===== src/rtl/led_display_pkg.sv =====
// Shared types and helpers for the BCD display counter.
// Holds the decade type, the FSM state enum and BCD helper functions.
package led_display_pkg;

    typedef logic [3:0] bcd_t;

    localparam bcd_t BCD_MAX = 4'd9;

    typedef enum logic [1:0] {
        IDLE,
        RUN,
        LOAD
    } state_t;

    function automatic logic is_bcd(bcd_t v);
        return (v <= BCD_MAX);
    endfunction

    // Next value of one decade; shared by the digit register and by the
    // top level, which needs next-state digits for registered side outputs.
    function automatic bcd_t bcd_next(
        bcd_t q,
        logic clr,
        logic ld,
        bcd_t ld_val,
        logic cin
    );
        bcd_t n;
        n = q;
        if (clr) begin
            n = '0;
        end else if (ld) begin
            n = ld_val;
        end else if (cin) begin
            n = (q == BCD_MAX) ? '0 : q + 4'd1;
        end
        return n;
    endfunction

endpackage


===== src/rtl/bcd_display_counter_bcd_digit.sv =====
// Single BCD decade register with clear, load and carry chaining.
// Ports: clk, rstN, clr, ld, ld_val, cin in; q (decade), cout (carry) out.
module bcd_digit
    import led_display_pkg::*;
(
    input  logic clk,
    input  logic rstN,
    input  logic clr,
    input  logic ld,
    input  bcd_t ld_val,
    input  logic cin,
    output bcd_t q,
    output logic cout
);

    bcd_t q_q;
    bcd_t q_d;

    always_comb begin
        q_d = bcd_next(q_q, clr, ld, ld_val, cin);
    end

    always_ff @(posedge clk or negedge rstN) begin
        if (!rstN) begin
            q_q <= '0;
        end else begin
            q_q <= q_d;
        end
    end

    assign q    = q_q;
    assign cout = cin & (q_q == BCD_MAX);

endmodule


===== src/rtl/bcd_display_counter.sv =====
// Multi-digit BCD up-counter stepped by rising edges of a slow tick.
// Ports: clk, rstN, tick_in, run, clear, load_valid, load_value in;
// load_ready, load_err, digits, wrap out; blank out when
// LEADING_ZERO_BLANK_EN is defined.
module bcd_display_counter
    import led_display_pkg::*;
#(
    parameter int NUM_DIGITS     = 4,
    parameter int TICKS_PER_STEP = 1
) (
    input  logic                    clk,
    input  logic                    rstN,
    input  logic                    tick_in,
    input  logic                    run,
    input  logic                    clear,
    input  logic                    load_valid,
    input  logic [4*NUM_DIGITS-1:0] load_value,
    output logic                    load_ready,
    output logic                    load_err,
    output logic [4*NUM_DIGITS-1:0] digits,
    output logic                    wrap
`ifdef LEADING_ZERO_BLANK_EN
    ,
    output logic [NUM_DIGITS-1:0]   blank
`endif
);

    localparam logic [7:0] PRESC_LAST = 8'(TICKS_PER_STEP - 1);

    state_t          state_q, state_d;
    logic            tick_q;
    logic [7:0]      presc_q, presc_d;
    logic            load_ready_q;
    logic            load_err_q, load_err_d;
    logic            wrap_q, wrap_d;

    logic            edge_s;
    logic            all_bcd;
    logic            accept;
    logic            ld_ok;
    logic            adv;
    logic            step;
    logic [NUM_DIGITS:0] carry;

    always_comb begin
        all_bcd = 1'b1;
        for (int i = 0; i < NUM_DIGITS; i++) begin
            all_bcd &= is_bcd(load_value[4*i +: 4]);
        end
    end

    // Clear beats load beats step; an edge only counts while in RUN.
    always_comb begin
        edge_s = tick_in & ~tick_q;
        accept = load_valid & load_ready_q & ~clear;
        ld_ok  = accept & all_bcd;
        adv    = edge_s & (state_q == RUN) & ~clear & ~accept;
        step   = adv & (presc_q == PRESC_LAST);
    end

    always_comb begin
        presc_d = presc_q;
        if (clear || ld_ok) begin
            presc_d = '0;
        end else if (adv) begin
            presc_d = step ? 8'd0 : presc_q + 8'd1;
        end
    end

    always_comb begin
        state_d = state_q;
        unique case (state_q)
            IDLE: begin
                if (accept)   state_d = LOAD;
                else if (run) state_d = RUN;
            end
            RUN: begin
                if (accept)    state_d = LOAD;
                else if (!run) state_d = IDLE;
            end
            LOAD: begin
                state_d = run ? RUN : IDLE;
            end
            default: state_d = IDLE;
        endcase
    end

    always_comb begin
        load_err_d = accept & ~all_bcd;
        wrap_d     = carry[NUM_DIGITS];
    end

    // Edge register resets high so a tick already high at release is not
    // mistaken for a rising edge.
    always_ff @(posedge clk or negedge rstN) begin
        if (!rstN) begin
            state_q      <= IDLE;
            tick_q       <= 1'b1;
            presc_q      <= '0;
            load_ready_q <= 1'b0;
            load_err_q   <= 1'b0;
            wrap_q       <= 1'b0;
        end else begin
            state_q      <= state_d;
            tick_q       <= tick_in;
            presc_q      <= presc_d;
            load_ready_q <= (state_d != LOAD);
            load_err_q   <= load_err_d;
            wrap_q       <= wrap_d;
        end
    end

    assign carry[0] = step;

    for (genvar g = 0; g < NUM_DIGITS; g++) begin : g_dig
        bcd_digit u_digit (
            .clk    (clk),
            .rstN   (rstN),
            .clr    (clear),
            .ld     (ld_ok),
            .ld_val (load_value[4*g +: 4]),
            .cin    (carry[g]),
            .q      (digits[4*g +: 4]),
            .cout   (carry[g+1])
        );
    end

    assign load_ready = load_ready_q;
    assign load_err   = load_err_q;
    assign wrap       = wrap_q;

`ifdef LEADING_ZERO_BLANK_EN
    localparam logic [NUM_DIGITS-1:0] BLANK_RST = ~(NUM_DIGITS)'(1);

    logic [NUM_DIGITS-1:0] blank_q, blank_d;

    // Derived from next-state digits so blank moves with digits.
    always_comb begin
        logic z;
        z       = 1'b1;
        blank_d = '0;
        for (int i = NUM_DIGITS - 1; i >= 1; i--) begin
            z &= (bcd_next(digits[4*i +: 4], clear, ld_ok,
                           load_value[4*i +: 4], carry[i]) == 4'd0);
            blank_d[i] = z;
        end
    end

    always_ff @(posedge clk or negedge rstN) begin
        if (!rstN) begin
            blank_q <= BLANK_RST;
        end else begin
            blank_q <= blank_d;
        end
    end

    assign blank = blank_q;
`endif

endmodule


===== config.mk =====
export PLATFORM = sky130hd
export DESIGN_NAME = bcd_display_counter
export DESIGN_NICKNAME = d
export VERILOG_FILES = /design/src/rtl/led_display_pkg.sv /design/src/rtl/bcd_display_counter_bcd_digit.sv /design/src/rtl/bcd_display_counter.sv
export SDC_FILE = /design/constraint.sdc
export NUM_CORES = 1
export LEC_CHECK = 0
export BUFFER_PORTS_ARGS = -buffer_cell sky130_fd_sc_hd__buf_4
export CORE_UTILIZATION = 49
export DETAILED_ROUTE_END_ITERATION = 16
export GPL_TIMING_DRIVEN = 0
export PLACE_DENSITY_LB_ADDON = 0.15
export SETUP_SLACK_MARGIN = 0.5
export SLEW_MARGIN = 20
export SYNTH_ARGS = -nofsm -noshare
export SYNTH_HDL_FRONTEND = slang
export SYNTH_SLANG_ARGS = --single-unit

===== constraint.sdc =====
create_clock -name clk -period 2.6 [get_ports clk]
set_clock_uncertainty 0.15 [all_clocks]
set_input_delay 0.13 -clock clk [delete_from_list [all_inputs] [get_ports clk]]
set_output_delay 0.13 -clock clk [all_outputs]
set_load 0.02 [all_outputs]

======== Yosys cells after proc, flatten, opt, wreduce, memory -nomap -nowiden ========
Index checks and enable logic that the tools add are counted.
operators by class
  add/subtract/negate cells ............... 5
  bitwise operators ....................... 20
  mux-type cells .......................... 25
  equality and inequality tests ........... 7
  $mul .................................... 0
  reduce and logical (&&, ||, !) cells .... 8
  $lt $le $gt $ge ......................... 4
  divide/modulo/power cells ............... 0
  shift operators ......................... 0
operators by type and width
  cell                   number
  $mux W4                16
  $mux W8                3
  $add A4 B1 Y4 const B  4
  $and A1 B1 Y1          16
  $eq A4 B4 Y1 const B   4
  $le A4 B4 Y1 const B   4
  $reduce_bool A3 Y1     4
  $add A8 B1 Y8 const B  1
  $logic_not A8 Y1       1
  $mux W2                4
  $pmux W2 S3            1
  $not A1 Y1             4
  $eq A2 B1 Y1 const B   1
  $eq A2 B2 Y1 const B   1
  $logic_not A2 Y1       1
  $ne A2 B2 Y1 const B   1
  $reduce_bool A2 Y1     1
  $logic_or A1 B1 Y1     1
  $mux W1                1
storage, ports and cells
  latch bits .............................. 0
  memories kept ........................... 0
  bits in writable memories ............... 0
  input bits .............................. 22
  word-level logic and storage cells ...... 79
  output and inout port bits .............. 19
  register bits after elaboration ......... 30
  memory bits (read-only) ................. 0

======== Depth between registers and ports, before layout ========
Gate-level depths: netlist (run 1).
  word-level depth ........................ 12
  mapped depth ............................ 8
  mapped depth without buffers ............ 7

======== Hierarchy ========
From an unflattened synthesis (run 1), not the netlist that was laid out.
second synthesis, totals
  cells, all modules ...................... 175
  area total of the unflattened synthesis .. 1,745.4 µm²
by module, submodules not included
  module               area an instance (µm²)  times used  sequential area each (µm²)  cells an instance
  bcd_digit            257.7                   4           100.1                       27
  bcd_display_counter  714.4                   1           351.6                       67

======== Worst setup path after synthesis (run 1) ========
OpenSTA, ideal clock, no wires.
  path kind ............................... register to register
  start ................................... register presc_q[0]
  end ..................................... register g_dig[3].u_digit.q_q[0]
  library setup time ...................... 94 ps
  arrival time ............................ 2,232 ps
  cell stages (with the launch flop) ...... 9
  data required time ...................... 2,356 ps
  path slack .............................. 124 ps
  clock period less this slack ............ 2,476 ps
  buffers on the path ..................... 1
  cells stage by stage .................... dfrtp_1 > inv_1 > ha_1 > nor4b_2 > or4b_4 > buf_6 > or3b_4 > xnor2_1 > a211oi_1
between the ends
  word-level cells in the longest chain between the ends .. 6
RTL lines
  what                          line                                 RTL
  from (decl)                   bcd_display_counter.sv:32            logic [7:0] presc_q, presc_d;
  from (signal assigned)        bcd_display_counter.sv:106           presc_q <= presc_d;
  $logic_not A8 Y1              bcd_display_counter.sv:58            step = adv & (presc_q == PRESC_LAST);
  $and A1 B1 Y1                 bcd_display_counter.sv:58
  $and A1 B1 Y1 (3 in series)   bcd_display_counter_bcd_digit.sv:32  assign cout = cin & (q_q == BCD_MAX);
  $reduce_bool A3 Y1 (no line)  -
  to (signal assigned)          bcd_display_counter_bcd_digit.sv:27  q_q <= q_d;
  to (decl)                     bcd_display_counter_bcd_digit.sv:16  bcd_t q_q;
No other way between the ends.
A chain may end at the register's enable or synchronous reset.

======== Final worst setup path (run 1) ========
Ends and elaborated chain as after synthesis.

==> run_results.csv, run 1 <==
group,metric,value,unit
placement,dpl_cell_area,0.00221,mm2
die,placementRows,21,
sta,min_period_over_period,92.8,%
job,drv_cap,0,
sta,max_slew_margin,50.8,%
clock_tree,cts_buffers,5,
grt,grt_overflow,0,
placement,hpwl,2.99,mm
finish,area_delta_synth_final,45.7,%
sta,final_max_slew_viol_count,0,
grt,antenna_found_initial,0,
synth,synth.cell_area,0.00184,mm2
placement,pre_cts_slack,0.0537,ns
die,initial_core_util,53.2,%
routing,ant_nets,0,
routing,routed_wl,5.09,mm
clock_tree,cts_sinks,30,
critical_path,arrival,2.41,ns
grt,track_usage,26.3,%
synth,async_flop_share,100,%
clock_tree,cts-root-buf,"clkbuf_8",
placement,gp_congestion,0.797,
synth,synth-compound-area-share,17.6,%
sta,setup_violations,0,
finish,drive_above_1_share,35.1,%
synth,synth_area_leaders,"dfrtp_1 (39%), o21ai_0 (4.9%), nand2_1 (4.3%), xnor2_1 (3.8%), a21oi_1 (3.3%)",
outcome,status,"complete, no violations",
critical_path,start_kind,"flip-flop",
critical_path,endpoint_kind,"flip-flop",
synth,synth_area_leader_cell,"dfrtp_1",
synth,yosys.area_share.xor_xnor,5.70,%
clock_tree,cts_tree,"done",
synth,synth_top_family_by_area,"simple AND/OR/NAND/NOR gates",
routing,vias_per_cell,5.58,
sta,finalSetupTns,0,ns
synth,yosysUniqueCellTypes,48,
synth,synthDominantCellAreaShare,39.3,%
grt,grt_max_degree,31,
finish,fin_util,77.5,%
synth,synthMostInstantiatedCell,"dfrtp_1",
synth,synth.avg_cell_area,9.27,um2
routing,vias,1815,
synth,synth-edff-count,0,
sta,worst-slew-pin-transition,0.735,ns
sta,max_clock_freq,414,MHz
finish,fin_nets,302,
synth,yosys.area_share.simple,26.4,%
synth,synth_seq_area_share,40.8,%
synth,ys_warn_count,0,
die,fp.coreArea,0.00347,mm2
synth,synthMuxAreaShare,3.32,%
min_path,hold_path.class,"in -> reg",
routing,routed-wl-met3,240,um
synth,synth_fa_ha_area_share,1.36,%
synth,synth_top_cells_by_count,"dfrtp_1 (29), nand2_1 (21), o21ai_0 (18), nor2_1 (16), a21oi_1 (12)",
die,die_w,63.4,um
sta,final.min_clock_period,2.41,ns
clock_tree,insertion_delay,0.28,ns
sta,layout_setup_ws,0.187,ns
routing,drc,0,
sta,hold_slack,0.00590,ns
clock_tree,htree_levels,2,
clock_tree,clk_path_buf_depth,2,
routing,drt-initial-drc-count,132,
synth,ys.flop_type,"dfrtp_1",
sta,finalHoldViolations,0,
clock_tree,path_clk_slew,0.07,ns
routing,dr.max_layer_used,"met4",
critical_path,crit_type,"reg -> reg",
sta,grt_setup_unrepaired,"yes",
routing,drt_pass1_iterations,4,
synth,syn_inst,199,
routing,wl_met1,2.30,mm
pwr,p_leak,1.15,nW
die,num_io_pins,41,
grt,grt_pass1_wl,8.20,mm
die,die_h,63.4,um
placement,port_buffers,39,
die,dieArea,0.00401,mm2
critical_path,cp.required,2.59,ns
finish,fin_area,0.00269,mm2
pwr,ir_drop,0.000349,V
finish,antenna_cells,0,
pwr,p_per_area,380,mW/mm2
synth,syn-num-nets,223,
synth,ys_seq_elements,30,
grt,grt_pass1_vias,1775,
routing,wl_met2,2.38,mm
routing,wl_per_cell,15.7,um
critical_path,cp_max_fo,3,
worst max-delay path, stage by stage (launching register included):
cell	delay (ns)
dfrtp_1	0.40
inv_2	0.09
ha_4	0.13
nor4b_4	0.19
or4b_4	0.49
buf_6	0.13
or3b_4	0.40
xnor2_1	0.20
a211oi_2	0.09
worst paths after layout:
path | end | depth (start not counted) | slack [ns] | start
min reg2reg | load_ready | 1 | 0.39 | state_q[1]
max in group asynchronous | tick_q | 2 | 1.80 | rstN
min in group asynchronous | g_dig[0].u_digit.q[3] | 2 | 0.17 | rstN
max | g_dig[3].u_digit.q[0] | 8 | 0.19 | presc_q[0]
max reg2reg | g_dig[3].u_digit.q[0] | 8 | 0.19 | presc_q[0]
min | g_dig[1].u_digit.q[2] | 3 | 0.006 | load_value[6]
power by group:
part / internal, mW / leakage [nW] / total (mW) / switching [mW]
Sequential: 0.481 / 0.403 / 0.499 / 0.0176
Combinational: 0.0836 / 0.705 / 0.168 / 0.0845
Clock: 0.185 / 0.0450 / 0.355 / 0.170
placed cells by master (no fill, tap or decap), types with 2 or more instances in the layout:
cell           synthesis  routed
buf_4                  1      54
dfrtp_1               29      27
nand2_1               21      21
o21ai_0               18      15
nor2_1                16      15
dlygate4sd3_1          0      15
a21oi_1               12      11
inv_1                 10       8
xnor2_1                8       8
buf_6                  2       7
nand2b_1               6       6
a211oi_1               7       6
clkbuf_1               6       5
nand4_1                5       5
mux2i_1                5       5
clkbuf_8               0       5
xor2_1                 4       4
and3_1                 3       3
nand3b_1               3       3
o21ai_1                0       3
a22o_1                 3       3
inv_2                  0       2
and3b_1                2       2
nor4b_4                0       2
nor3_1                 2       2
o211ai_1               2       2
nor2_4                 0       2
nand3_2                0       2
a211oi_2               1       2
nor4_4                 1       2
nand3_1                4       2
clkinv_2               0       2
dfrtp_2                0       2
registers in the layout, indices dropped and copies added (netlist names):
signal	count
presc_q	8
g_dig.u_digit.q	16
load_err	1
load_ready	1
state_q	2
wrap	1
tick_q	1
layer usage:
metal / global-route usage, % / up-vias
met3: 6.52 / 16
li1: - / 872
met2: 41.4 / 64
met4: 12.8 / 0
met5: 0 / -
met1: 33.7 / 863
metrics by stage:
step,std cells,power [mW]
after CTS,322,1.03
after global routing,325,1.07
final,325,1.02
after global placement,284,0.640
after detailed placement,284,0.641
after floorplan,199,0.573
cell type report:
| cell class | count | area [um2] |
|---|---|---|
| inverters | 10 | 37.5 |
| well taps | 46 | 57.6 |
| multi-input cells | 150 | 1100 |
| flip-flops and latches | 30 | 754 |
| clock inverters | 2 | 10.0 |
| fillers | 233 | 782 |
| clock buffers | 6 | 72.6 |
| repair buffers | 72 | 597 |
| plain buffers | 9 | 57.6 |
cell families (layout without fill, tap and decap cells):
group | count (synthesis) | in the layout
buf+inv | 19 | 99
simple gates | 80 | 80
fa+ha+maj | 2 | 2
mux | 6 | 6
compound gates | 50 | 50
xor+xnor | 12 | 12
flops | 30 | 30
timing repair:
| item | in CTS | in global routing |
|---|---|---|
| cloned | 0 | 0 |
| hold buffers | 15 | 0 |
| buffers inserted | 15 | 3 |
| endpoints found under the hold margin | 44 | 0 |
| pin swaps | 13 | 6 |
| resized for setup | 17 | 15 |
| endpoints found under the setup margin | 18 | 21 |
(Power assumes the default switching activity.)
==> run 2, diff against run 1 <==
--- a/config.mk
+++ b/config.mk
@@ -7,6 +7,7 @@
 export LEC_CHECK = 0
 export BUFFER_PORTS_ARGS = -buffer_cell sky130_fd_sc_hd__buf_4
 export CORE_UTILIZATION = 49
+export CTS_BUF_LIST = sky130_fd_sc_hd__clkbuf_8 sky130_fd_sc_hd__clkbuf_16
 export DETAILED_ROUTE_END_ITERATION = 16
 export GPL_TIMING_DRIVEN = 0
 export PLACE_DENSITY_LB_ADDON = 0.15
==> run 2 against run 1 <==
Net effect: sequential cell count unchanged; clock-buffer cell count decreased by 1; combinational power about the same; first-iteration DRC count unchanged; power decreased by 0.36%; worst hold slack unchanged; global-route usage unchanged; register-to-register slack about the same.
==> run_results.csv, run 2 (synthesis gave the netlist of run 1 again) <==
group,metric,value,unit
die,num_io_pins,41,
clock_tree,cts_buffers,5,
min_path,worstHoldEndpoint,"g_dig[1].u_digit.q[2]",
grt,grt_pass1_wl,8.20,mm
grt,track_usage,26.3,%
placement,gp_congestion,0.797,
finish,mostFrequentLayoutCell,"buf_4",
sta,grt_setup_unrepaired,"yes",
clock_tree,insertion_delay,0.28,ns
routing,drt_pass1_iterations,4,
finish,fin_util,77.5,%
grt,antenna_found_initial,0,
finish,drive_above_1_share,35.1,%
sta,setup_violations,0,
die,die_w,63.4,um
critical_path,start_kind,"flip-flop",
finish,fillers,233,
sta,finalHoldViolations,0,
clock_tree,cts-root-buf,"clkbuf_8",
placement,dpl_cell_area,0.00221,mm2
clock_tree,cts_tree,"done",
sta,worst-slew-pin-transition,0.735,ns
routing,wl_per_cell,15.7,um
critical_path,endpoint_kind,"flip-flop",
job,drv_cap,0,
clock_tree,htree_levels,2,
critical_path,critPathMaxStageDelay,0.49,ns
critical_path,path_cells,"inv_2 > ha_4 > nor4b_4 > or4b_4 > buf_6 > or3b_4 > xnor2_1 > a211oi_2",
routing,vias_per_cell,5.58,
grt,grt_pass1_vias,1775,
min_path,hold_depth,3,
routing,drt-initial-drc-count,132,
finish,fin_nets,302,
critical_path,path_buf_inv,2,
die,die_h,63.4,um
routing,drc,0,
finish,fin_area,0.00269,mm2
sta,hold_slack,0.00590,ns
clock_tree,path_clk_slew,0.07,ns
critical_path,slowest_stage,"or4b_4",
finish,area_delta_synth_final,45.7,%
critical_path,startpoint,"presc_q[0]",
die,dieArea,0.00401,mm2
die,initial_core_util,53.2,%
critical_path,reg2regPathDepth,8,
critical_path,reg2reg_to,"g_dig[3].u_digit.q[0]",
routing,routed_wl,5.09,mm
sta,max_clock_freq,414,MHz
placement,hpwl,2.99,mm
sta,max_slew_margin,50.8,%
pwr,p_leak,1.16,nW
clock_tree,cts_sinks,30,
critical_path,crit-reg2reg-launch,"presc_q[0]",
critical_path,cp_max_fo,3,
die,fp.coreArea,0.00347,mm2
critical_path,r2r_slack,0.19,ns
finish,final_cell_mix,"buf_4 (54), dfrtp_1 (27), nand2_1 (21)",
pwr,p_per_area,379,mW/mm2
sta,final.min_clock_period,2.41,ns
min_path,hold_path.class,"in -> reg",
routing,ant_nets,0,
min_path,hold_start,"load_value[6]",
critical_path,crit_type,"reg -> reg",
critical_path,cp.required,2.59,ns
finish,antenna_cells,0,
routing,vias,1815,
critical_path,arrival,2.41,ns
placement,port_buffers,39,
die,placementRows,21,
clock_tree,clk_path_buf_depth,2,
grt,grt_overflow,0,
pwr,power.total,1.02,mW
sta,final_max_slew_viol_count,0,
finish,largest_reg_flops,16,
critical_path,crit_family,"simple AND/OR/NAND/NOR gates",
sta,min_period_over_period,92.8,%
pwr,ir_drop,0.000350,V
outcome,status,"complete, no violations",
grt,grt_max_degree,31,
==> run 2: worst register-to-register path, cell delays in order, from the launching register on <==
cell and delay, ns:
dfrtp_1 0.40, inv_2 0.09, ha_4 0.13, nor4b_4 0.20, or4b_4 0.49, buf_6 0.13, or3b_4 0.40, xnor2_1 0.20
a211oi_2 0.09
==> run 2: final cells by class <==
type | instances | area (um2) | share of cell area (%)
Multi-Input combinational cell | 150 | 1100 | 40.9
Sequential cell | 30 | 754 | 28.1
Timing Repair Buffer | 72 | 597 | 22.2
Clock buffer | 5 | 68.8 | 2.56
Buffer | 9 | 57.6 | 2.14
Tap cell | 46 | 57.6 | 2.14
Inverter | 10 | 37.5 | 1.40
Clock inverter | 3 | 13.8 | 0.512
==> run 2: timing repair <==
action | in CTS | in global routing
gates resized for setup | 17 | 15
setup endpoints to repair | 18 | 21
pin swaps | 13 | 6
hold buffers | 15 | 0
gates cloned | 0 | 0
buffers inserted | 15 | 3
endpoints found under the hold margin | 44 | 0
==> run 2: per-stage QoR <==
| step | instances | TNS [ns] | setup slack (ns) |
|---|---|---|---|
| 6_report | 325 | 0 | 0.187 |
| 5_1_grt | 325 | 0 | 0.130 |
| 4_1_cts | 322 | 0 | 0.158 |
| 3_5_place_dp | 284 | 0 | 0.0537 |
| 3_3_place_gp | 284 | -0.0178 | -0.0178 |
| 2_1_floorplan | 199 | 0 | 0.212 |
==> run 2: where the power goes <==
| part | leakage (nW) | switching [mW] | internal, mW |
|---|---|---|---|
| Clock | 0.0491 | 0.171 | 0.181 |
| Sequential | 0.403 | 0.0176 | 0.481 |
| Combinational | 0.705 | 0.0845 | 0.0836 |
| Total | 1.16 | 0.273 | 0.746 |
==> run 2: worst max-delay path by stage <==
stage	end	slack [ns]	depth (start not counted)
global route	g_dig[3].u_digit.q[0]	0.13	8
global placement	g_dig[3].u_digit.q[0]	-0.02	8
detailed placement	g_dig[3].u_digit.q[0]	0.05	8
CTS	g_dig[3].u_digit.q[0]	0.16	8
finish	g_dig[3].u_digit.q[0]	0.19	8
floorplan	g_dig[3].u_digit.q[0]	0.21	8
==> run 2: per-layer routing <==
layer | track usage [%] | share of wire, %
met1 | 33.7 | 45
met2 | 41.4 | 47
met3 | 6.52 | 4.7
met4 | 12.8 | 3.3
met5 | 0 | 0
